### config.mk
export PLATFORM = sky130hd
export DESIGN_NAME = fir_mac_reader_flat
export DESIGN_NICKNAME = d
export VERILOG_FILES = /design/src/rtl/fir_mac_reader_if.sv /design/src/rtl/fir_mac_reader.sv /design/src/flat_wrapper.sv
export SDC_FILE = /design/constraint.sdc
export NUM_CORES = 1
export LEC_CHECK = 0
export ABC_AREA = 1
export ABC_CLOCK_PERIOD_IN_PS = 13100
export BUFFER_PORTS_ARGS = -buffer_cell sky130_fd_sc_hd__buf_2
export CAP_MARGIN = 20
export CORE_MARGIN = 2
export CORE_UTILIZATION = 59
export CTS_BUF_LIST = sky130_fd_sc_hd__clkbuf_4 sky130_fd_sc_hd__clkbuf_8
export CTS_CLUSTER_SIZE = 20
export DETAILED_ROUTE_END_ITERATION = 7
export GPL_TIMING_DRIVEN = 0
export PLACE_DENSITY_LB_ADDON = 0.08
export SLEW_MARGIN = 20
export SYNTH_ARGS = -nofsm -noshare
export SYNTH_HDL_FRONTEND = slang
export SYNTH_SLANG_ARGS = --single-unit
### constraint.sdc
create_clock -name clk_in -period 13.1 [get_ports clk_in]
set_input_delay 2.62 -clock clk_in [delete_from_list [all_inputs] [get_ports clk_in]]
set_output_delay 2.62 -clock clk_in [all_outputs]
set_load 0.02 [all_outputs]
### src/rtl/fir_mac_reader_if.sv
// Bus bundle for fir_mac_reader: delay-line/ROM read port, sample start strobe, output stream and status.
interface fir_mac_reader_if #(
  parameter int ADDR = 8
);
  logic            start_in;
  logic [11:0]     x_in;
  logic [15:0]     coef_in;
  logic [ADDR-1:0] addr_out;
  logic            rd_out;
  logic [15:0]     y_out;
  logic            y_valid_out;
  logic            busy_out;
  logic            overrun_out;

  modport master (
    input  start_in, x_in, coef_in,
    output addr_out, rd_out, y_out, y_valid_out, busy_out, overrun_out
  );

  modport slave (
    output start_in, x_in, coef_in,
    input  addr_out, rd_out, y_out, y_valid_out, busy_out, overrun_out
  );
endinterface

### src/rtl/fir_mac_reader.sv
// FIR delay-line read sequencer with MAC: sweeps N taps per start pulse, emits one saturated output.
// Build option FIR_READER_ROUND_EN: round-half-up before the output shift (default truncates).
module fir_mac_reader #(
  parameter int ADDR  = 8,
  parameter int N     = 256,
  parameter int SHIFT = 15
) (
  input  logic             clk_in,
  input  logic             rst_in,
  fir_mac_reader_if.master bus
);
  localparam int ACC_W = 28 + ADDR;
  localparam logic [ADDR-1:0] LAST_ADDR = ADDR'(N - 1);
  localparam logic signed [ACC_W:0] SAT_MAX = {{(ACC_W-15){1'b0}}, 16'h7FFF};
  localparam logic signed [ACC_W:0] SAT_MIN = {{(ACC_W-15){1'b1}}, 16'h8000};
`ifdef FIR_READER_ROUND_EN
  localparam logic [ACC_W:0] RND_OFS = ({{ACC_W{1'b0}}, 1'b1} << SHIFT) >> 1;
`else
  localparam logic [ACC_W:0] RND_OFS = {(ACC_W+1){1'b0}};
`endif

  typedef enum logic [1:0] {
    IDLE  = 2'd0,
    FETCH = 2'd1,
    DRAIN = 2'd2,
    OUT   = 2'd3
  } state_t;

  state_t                  state_r, state_s;
  logic [ADDR-1:0]         addr_r, addr_s;
  logic                    rd_r, rd_s;
  logic                    busy_r, busy_s;
  logic                    clr_acc_s, load_y_s;
  logic                    y_valid_r, overrun_r, tap_vld_r;
  logic [15:0]             y_r;
  logic signed [ACC_W-1:0] acc_r;
  logic signed [11:0]      xs_s;
  logic signed [27:0]      prod_s;
  logic signed [ACC_W-1:0] prod_ext_s;
  logic signed [ACC_W:0]   biased_s, shifted_s;

  function automatic logic [15:0] sat16(input logic signed [ACC_W:0] v);
    logic [15:0] r;
    if (v > SAT_MAX) begin
      r = 16'h7FFF;
    end else if (v < SAT_MIN) begin
      r = 16'h8000;
    end else begin
      r = v[15:0];
    end
    return r;
  endfunction

  // Offset-binary sample to signed, then full-precision tap product
  assign xs_s       = {~bus.x_in[11], bus.x_in[10:0]};
  assign prod_s     = xs_s * $signed(bus.coef_in);
  assign prod_ext_s = {{ADDR{prod_s[27]}}, prod_s};
  assign biased_s   = {acc_r[ACC_W-1], acc_r} + $signed(RND_OFS);
  assign shifted_s  = biased_s >>> SHIFT;

  // Sweep sequencing: next state and control strobes
  always_comb begin
    state_s   = state_r;
    addr_s    = addr_r;
    rd_s      = rd_r;
    busy_s    = busy_r;
    clr_acc_s = 1'b0;
    load_y_s  = 1'b0;
    case (state_r)
      IDLE: begin
        if (bus.start_in) begin
          state_s   = FETCH;
          addr_s    = {ADDR{1'b0}};
          rd_s      = 1'b1;
          busy_s    = 1'b1;
          clr_acc_s = 1'b1;
        end else begin
          state_s = IDLE;
        end
      end
      FETCH: begin
        if (addr_r == LAST_ADDR) begin
          rd_s    = 1'b0;
          state_s = DRAIN;
        end else begin
          addr_s = addr_r + ADDR'(1);
        end
      end
      DRAIN: begin
        state_s = OUT;
      end
      OUT: begin
        load_y_s = 1'b1;
        busy_s   = 1'b0;
        state_s  = IDLE;
      end
      default: begin
        state_s = IDLE;
        rd_s    = 1'b0;
        busy_s  = 1'b0;
      end
    endcase
  end

  // Control registers and sticky overrun flag
  always_ff @(posedge clk_in) begin
    if (rst_in) begin
      state_r   <= IDLE;
      addr_r    <= {ADDR{1'b0}};
      rd_r      <= 1'b0;
      busy_r    <= 1'b0;
      y_valid_r <= 1'b0;
      overrun_r <= 1'b0;
    end else begin
      state_r   <= state_s;
      addr_r    <= addr_s;
      rd_r      <= rd_s;
      busy_r    <= busy_s;
      y_valid_r <= load_y_s;
      overrun_r <= overrun_r | (bus.start_in & busy_r);
    end
  end

  // Accumulate one tap per cycle while read data is valid (one cycle behind rd)
  always_ff @(posedge clk_in) begin
    if (rst_in) begin
      tap_vld_r <= 1'b0;
      acc_r     <= {ACC_W{1'b0}};
      y_r       <= 16'h0000;
    end else begin
      tap_vld_r <= rd_r;
      if (clr_acc_s) begin
        acc_r <= {ACC_W{1'b0}};
      end else if (tap_vld_r) begin
        acc_r <= acc_r + prod_ext_s;
      end else begin
        acc_r <= acc_r;
      end
      if (load_y_s) begin
        y_r <= sat16(shifted_s);
      end else begin
        y_r <= y_r;
      end
    end
  end

  assign bus.addr_out    = addr_r;
  assign bus.rd_out      = rd_r;
  assign bus.y_out       = y_r;
  assign bus.y_valid_out = y_valid_r;
  assign bus.busy_out    = busy_r;
  assign bus.overrun_out = overrun_r;
endmodule

### src/flat_wrapper.sv
// flat-port wrapper written by rule: the top's interface ports become plain ports
module fir_mac_reader_flat 
#(
  parameter int ADDR  = 8,
  parameter int N     = 256,
  parameter int SHIFT = 15
)
  (clk_in, rst_in, bus_start_in, bus_x_in, bus_coef_in, bus_addr_out, bus_rd_out, bus_y_out, bus_y_valid_out, bus_busy_out, bus_overrun_out);
  fir_mac_reader_if #(.ADDR(ADDR)) bus_i ();
  input  logic clk_in;
  input  logic rst_in;
  input wire logic [$bits(bus_i.start_in)-1:0] bus_start_in;
  input wire logic [$bits(bus_i.x_in)-1:0] bus_x_in;
  input wire logic [$bits(bus_i.coef_in)-1:0] bus_coef_in;
  output wire logic [$bits(bus_i.addr_out)-1:0] bus_addr_out;
  output wire logic [$bits(bus_i.rd_out)-1:0] bus_rd_out;
  output wire logic [$bits(bus_i.y_out)-1:0] bus_y_out;
  output wire logic [$bits(bus_i.y_valid_out)-1:0] bus_y_valid_out;
  output wire logic [$bits(bus_i.busy_out)-1:0] bus_busy_out;
  output wire logic [$bits(bus_i.overrun_out)-1:0] bus_overrun_out;
  assign bus_i.start_in = bus_start_in;
  assign bus_i.x_in = bus_x_in;
  assign bus_i.coef_in = bus_coef_in;
  assign bus_addr_out = bus_i.addr_out;
  assign bus_rd_out = bus_i.rd_out;
  assign bus_y_out = bus_i.y_out;
  assign bus_y_valid_out = bus_i.y_valid_out;
  assign bus_busy_out = bus_i.busy_out;
  assign bus_overrun_out = bus_i.overrun_out;
  fir_mac_reader #(.ADDR(ADDR), .N(N), .SHIFT(SHIFT)) u_core (.clk_in(clk_in), .rst_in(rst_in), .bus(bus_i));
endmodule
Yosys cells after proc, flatten, opt, wreduce, memory -nomap -nowiden
Cells that the tools add are included.

Bits in registers: 67. Bits of input ports: 31.

Reductions and logical operators: 7. Magnitude comparators: 2. Multipliers: 1. $add $sub $neg: 2. Mux-type cells: 15. Equal/unequal tests: 7. Bitwise operators: 3.

Operators by type and width (count): 36-bit by 28-bit adder with 36-bit output (1); 16-bit two-way mux (2); 12-bit by 16-bit multiplier with 28-bit output (1); 21-bit by 16-bit greater-than comparator with 1-bit output (second input constant) (1); 21-bit by 16-bit less-than comparator with 1-bit output (second input constant) (1); 8-bit two-way mux (2); 8-bit case mux with 2 select lines (1); 8-bit by 1-bit adder with 8-bit output (second input constant) (1); 8-bit equality test (second input constant) (1); 2-bit case mux with 4 select lines (1); 1-bit two-way mux (6); 3-bit AND reduction (2); 2-bit equality test (second input constant) (2); 2-bit inequality test (second input constant) (2); 1-bit case mux with 2 select lines (2); 2-bit nonzero test (2); 2-bit by 1-bit equality test with 1-bit output (second input constant) (1); 2-bit logical NOT (1); 2-bit two-way mux (1); 2-bit by 1-bit inequality test with 1-bit output (second input constant) (1); 2-bit AND reduction (1); 2-bit OR reduction (1); 1-bit bitwise AND (1); 1-bit NOT (1); 1-bit OR (1).

Logic depth before layout (Yosys ltp)
Word-level depth: 3. Mapped depth: 27.

Worst setup path before layout
No wires, ideal clock.

Kind: input to register. From: input bus_coef_in[15]. To: register u_core.acc_r[33]. Setup time: 0.109 ns. Arrival time: 7.947 ns. Setup slack: 5.044 ns. Cell stages on the path: 24. Cells stage by stage: clkbuf_1 > nand2_1 > inv_1 > fa_1 > inv_1 > fa_1 > inv_1 > fa_1 > inv_1 > fa_1 > inv_1 > fa_1 > ha_1 > ha_1 > nand2_1 > inv_2 > nand2_1 > nor3_1 > and2_1 > nand2_1 > nand3_1 > nand3_1 > nand2_1 > inv_1.

Cells in the longest elaborated chain, start to end: 2.

RTL lines: start: declaration (line flat_wrapper.sv:14) `input wire logic [$bits(bus_i.coef_in)-1:0] bus_coef_in;`; 12-bit by 16-bit multiplier with 28-bit output (line fir_mac_reader.sv:56) `assign prod_s = xs_s * $signed(bus.coef_in);`; 36-bit by 28-bit adder with 36-bit output (line fir_mac_reader.sv:135) `acc_r <= acc_r + prod_ext_s;`; end signal: assignment (line fir_mac_reader.sv:133) `acc_r <= {ACC_W{1'b0}};`; end signal: assignment (line fir_mac_reader.sv:135); end signal: assignment (line fir_mac_reader.sv:137) `acc_r <= acc_r;`; end: declaration (line fir_mac_reader.sv:36) `logic signed [ACC_W-1:0] acc_r;`.

Every way passes these cells. A chain may end at the register's enable or synchronous reset.

Worst setup path in the final report
Ends and elaborated chain as after synthesis.

==> impl_results.html <==
<table>
<tr><th>Metric</th><th>Value</th></tr>
<tr><th colspan="2">Synthesis</th></tr>
<tr><td>Number of cells produced by synthesis</td><td>1704</td></tr>
<tr><td>Area share of the leading cell type in the synthesized netlist</td><td>0.379</td></tr>
<tr><td>Share of synthesized area occupied by flip-flops and latches</td><td>0.106</td></tr>
<tr><td>Share of flip-flops with an asynchronous set or reset after synthesis</td><td>0</td></tr>
<tr><td>EDFF count, synth</td><td>0</td></tr>
<tr><td>Syn_area_per_cell</td><td>7.45 um^2</td></tr>
<tr><td>Net count of the mapped netlist</td><td>just over 2000</td></tr>
<tr><td>Most numerous cell in the Yosys netlist</td><td>sky130_fd_sc_hd__inv_1</td></tr>
<tr><td>Leading cell types by total area after synthesis</td><td>sky130_fd_sc_hd__fa_1 38%, sky130_fd_sc_hd__inv_1 14%, sky130_fd_sc_hd__nand2_1 14%</td></tr>
<tr><td>Cell taking the most area after synthesis</td><td>sky130_fd_sc_hd__fa_1</td></tr>
<tr><td>Total of flip-flops plus latches after synthesis</td><td>67</td></tr>
<tr><td>Post-synthesis cell type count</td><td>33</td></tr>
<tr><td>List of most frequent post-synthesis cells</td><td>485 x sky130_fd_sc_hd__inv_1, 458 x sky130_fd_sc_hd__nand2_1, 240 x sky130_fd_sc_hd__fa_1</td></tr>
<tr><td>Top FF cell, synth</td><td>sky130_fd_sc_hd__dfxtp_1</td></tr>
<tr><td>Synthesis warning total</td><td>0</td></tr>
<tr><td>Mapped cell area</td><td>12700 um^2</td></tr>
<tr><th colspan="2">Setup path</th></tr>
<tr><td>Slowest cell on crit path</td><td>sky130_fd_sc_hd__fa_1</td></tr>
<tr><td>Startpoint types</td><td>input port</td></tr>
<tr><td>Largest incremental delay on the critical path</td><td>890 ps</td></tr>
<tr><td>Crit Path Category</td><td>in2reg</td></tr>
<tr><td>Buffers &amp; Inverters on Critical Path</td><td>9</td></tr>
<tr><td>Critical Path Sink Type</td><td>register</td></tr>
<tr><td>Worst path required time</td><td>13360 ps</td></tr>
<tr><td>Most repeated library cell on the critical path</td><td>sky130_fd_sc_hd__inv_1</td></tr>
<tr><td>Delay-heaviest family, CP</td><td>adder cells</td></tr>
<tr><td>CP Data Arrival Time</td><td>between 8000 and 9000 ps</td></tr>
<tr><td>Crit path max fanout</td><td>10</td></tr>
<tr><th colspan="2">CTS</th></tr>
<tr><td>Longest Clk Path Bufs</td><td>2</td></tr>
<tr><td>Post-CTS Resized</td><td>0</td></tr>
<tr><td>Setup fix buffers added after clock tree synthesis</td><td>0</td></tr>
<tr><td>Clock Tree Root</td><td>sky130_fd_sc_hd__clkbuf_8</td></tr>
<tr><td>Clock tree from TritonCTS</td><td>built</td></tr>
<tr><td>CTS H-tree lvls</td><td>3</td></tr>
<tr><td>Hold buffer count at cts</td><td>0</td></tr>
<tr><td>Clk slew on worst S/H paths</td><td>around 80 ps</td></tr>
<tr><td>Sinks on Clock Net</td><td>67</td></tr>
<tr><td>Clk_lat worst skew</td><td>380 ps</td></tr>
<tr><td>Number of CTS-inserted buffers</td><td>9</td></tr>
<tr><th colspan="2">Floorplan</th></tr>
<tr><td>Count of boundary I/O pins</td><td>just under 60</td></tr>
<tr><td>Overall die area</td><td>approximately 23000 um^2</td></tr>
<tr><td>Standard-cell row count</td><td>between 50 and 60</td></tr>
<tr><td>Area of the placeable core</td><td>~21000 um^2</td></tr>
<tr><td>Initial core utilization</td><td>0.602</td></tr>
<tr><td>Die Wd</td><td>~150 um</td></tr>
<tr><td>Die outline height</td><td>about 150 um</td></tr>
<tr><th colspan="2">Timing</th></tr>
<tr><td>Unrepaired setup endpoints after global routing</td><td>no</td></tr>
<tr><td>Highest attainable clock frequency</td><td>0.114 GHz</td></tr>
<tr><td>Tightest slew margin relative to the limit</td><td>0.514</td></tr>
<tr><td>Final hold violation count</td><td>0</td></tr>
<tr><td>Setup Skew</td><td>approximately 23 ps</td></tr>
<tr><td>Period minus WS final</td><td>roughly 8700 ps</td></tr>
<tr><td>Final-report setup violation count</td><td>0</td></tr>
<tr><td>Setup TNS after final layout</td><td>0 ps</td></tr>
<tr><td>Transition time at the pin with the least slew margin</td><td>between 700 and 800 ps</td></tr>
<tr><td>Final Max Slew Viols</td><td>0</td></tr>
<tr><td>Crit share post-route</td><td>0.667</td></tr>
<tr><td>Least setup slack across all paths after layout</td><td>approximately 4400 ps</td></tr>
<tr><td>Worst-case hold slack</td><td>between 400 and 500 ps</td></tr>
<tr><th colspan="2">Placement</th></tr>
<tr><td>Number of input and output port buffers inserted</td><td>45</td></tr>
<tr><td>Setup slack at placement</td><td>around 4000 ps</td></tr>
<tr><td>Gp weighted congestion</td><td>slightly below 1</td></tr>
<tr><td>DP Wirelength</td><td>roughly 27000 um</td></tr>
<tr><th colspan="2">Finish</th></tr>
<tr><td>Area grow syn2layout</td><td>6.12%</td></tr>
<tr><td>Final core utilization</td><td>0.639</td></tr>
<tr><td>Fraction of layout instances using a drive strength above 1</td><td>0.0504</td></tr>
<tr><td>Final-stage net count</td><td>2126</td></tr>
<tr><td>Antenna cell count</td><td>0</td></tr>
<tr><th colspan="2">Global route</th></tr>
<tr><td>Pin count of the biggest net entering global routing</td><td>20</td></tr>
<tr><td>Antenna violations before repair</td><td>0</td></tr>
<tr><td>Wire length of the first global-routing pass</td><td>51200 um</td></tr>
<tr><td>Overflow left after global routing</td><td>0</td></tr>
<tr><td>Total Routing Usage GR</td><td>0.294</td></tr>
<tr><td>Vias in the first global route</td><td>between 10000 and 15000</td></tr>
<tr><th colspan="2">Detailed routing</th></tr>
<tr><td>Highest Signal Layer</td><td>met4</td></tr>
<tr><td>Detailed router's first-iteration violation count</td><td>about 510</td></tr>
<tr><td>Wirelength, routed</td><td>31100 um</td></tr>
<tr><td>Met1 routed wirelength after detailed routing</td><td>about 13000 um</td></tr>
<tr><td>Number of iterations in the first detailed-routing pass</td><td>7</td></tr>
<tr><td>Met3 layer wire length in the routed design</td><td>between 1500 and 2000 um</td></tr>
<tr><td>Via count</td><td>about 10000</td></tr>
<tr><td>Detail Route met2 WL</td><td>15500 um</td></tr>
<tr><td># DRC</td><td>0</td></tr>
<tr><td>Detailed-route vias per instance</td><td>slightly above 5</td></tr>
<tr><td>DRT antenna net count</td><td>0</td></tr>
<tr><td>Routed wirelength normalized by instance count</td><td>between 15 and 20 um</td></tr>
<tr><th colspan="2">Flow run</th></tr>
<tr><td>Max-capacitance violation count</td><td>0</td></tr>
<tr><th colspan="2">Worst hold path</th></tr>
<tr><td>Worst min path class</td><td>reg2reg</td></tr>
<tr><th colspan="2">Run status</th></tr>
<tr><td>Outcome</td><td>completed</td></tr>
</table>
## flip-flops by register name, summed over array words and instances (netlist names), 2 cells and up
signal               cells
u_core.bus.y_out        16
u_core.acc_r            36
u_core.bus.addr_out      8
u_core.state_r           2
## final timing paths
| path | from | cells past startpoint | to | slack, ps |
|---|---|---|---|---|
| max | bus_coef_in[15] | 25 | u_core.acc_r[33] | 4370 |
| min | u_core.bus.rd_out | 2 | u_core.tap_vld_r | 450 |
| max reg2reg | u_core.acc_r[16] | 21 | u_core.acc_r[33] | 8450 |
| min reg2reg | u_core.bus.rd_out | 2 | u_core.tap_vld_r | 450 |
## metrics by stage
| stage | area, um^2 | instances |
|---|---|---|
| 6_report | 13500 | 2040 |
| 5_1_grt | 13500 | 2040 |
| 4_1_cts | 13500 | 2040 |
| 3_5_place_dp | 13300 | 2024 |
| 3_3_place_gp | 13300 | 2024 |
| 2_1_floorplan | 12700 | 1704 |
## layout by cell type (no fill, tap or decap), types with 2 or more instances in the layout
cell type / netlist / final
sky130_fd_sc_hd__clkinv_1: 2 / 2
sky130_fd_sc_hd__dfxtp_1: 67 / 67
sky130_fd_sc_hd__inv_1: 485 / 485
sky130_fd_sc_hd__clkbuf_1: 49 / 49
sky130_fd_sc_hd__or2_2: 3 / 3
sky130_fd_sc_hd__o21bai_1: 7 / 7
sky130_fd_sc_hd__nand2_2: 5 / 5
sky130_fd_sc_hd__ha_1: 95 / 95
sky130_fd_sc_hd__buf_4: 2 / 2
sky130_fd_sc_hd__fa_1: 240 / 239
sky130_fd_sc_hd__inv_6: 0 / 4
sky130_fd_sc_hd__inv_2: 3 / 3
sky130_fd_sc_hd__nand2_1: 458 / 458
sky130_fd_sc_hd__xor2_1: 13 / 13
sky130_fd_sc_hd__nor2_1: 64 / 64
sky130_fd_sc_hd__xnor2_1: 5 / 5
sky130_fd_sc_hd__nand3_1: 50 / 50
sky130_fd_sc_hd__nor3_1: 6 / 6
sky130_fd_sc_hd__nor2_2: 2 / 2
sky130_fd_sc_hd__and2_1: 4 / 4
sky130_fd_sc_hd__o21ai_0: 38 / 38
sky130_fd_sc_hd__buf_2: 4 / 49
sky130_fd_sc_hd__nor3_2: 4 / 4
sky130_fd_sc_hd__clkbuf_8: 0 / 9
sky130_fd_sc_hd__a21oi_1: 81 / 81
sky130_fd_sc_hd__nand4_1: 8 / 8
## per-layer routing
layer / vias up / global-route usage
met5: - / 0
li1: 5013 / -
met1: 4952 / 0.372
met2: 267 / 0.514
met3: 50 / 0.0503
met4: 0 / 0.0935
## worst register-to-register path, delay by kind of cell, from the launching register on
kind | cells | cell delay, ps
adder cells (fa/ha/maj) | 6 | 2700
AND/OR/NAND/NOR | 9 | 1040
flip-flops | 1 | 420
buffers and inverters | 6 | 390
## final cells by class
type | count | area, um^2
Multi-Input combinational cell | 1091 | 9290
Fill cell | 1937 | 7620
Inverter | 490 | 1840
Sequential cell | 67 | 1340
Tap cell | 275 | 344
Timing Repair Buffer | 45 | 225
Buffer | 56 | 223
Clock buffer | 9 | 124
Clock inverter | 7 | 81.3
## cell families after synthesis
logic type      share of synthesized area
flops                               0.106
fa+ha+maj                           0.472
xor+xnor                           0.0124
simple gates                        0.192
buf+inv                             0.163
compound gates                     0.0545
Power is left out: the tool's default activity adds up to more than one toggle a clock period on the data nets, which glitch-free logic cannot reach.
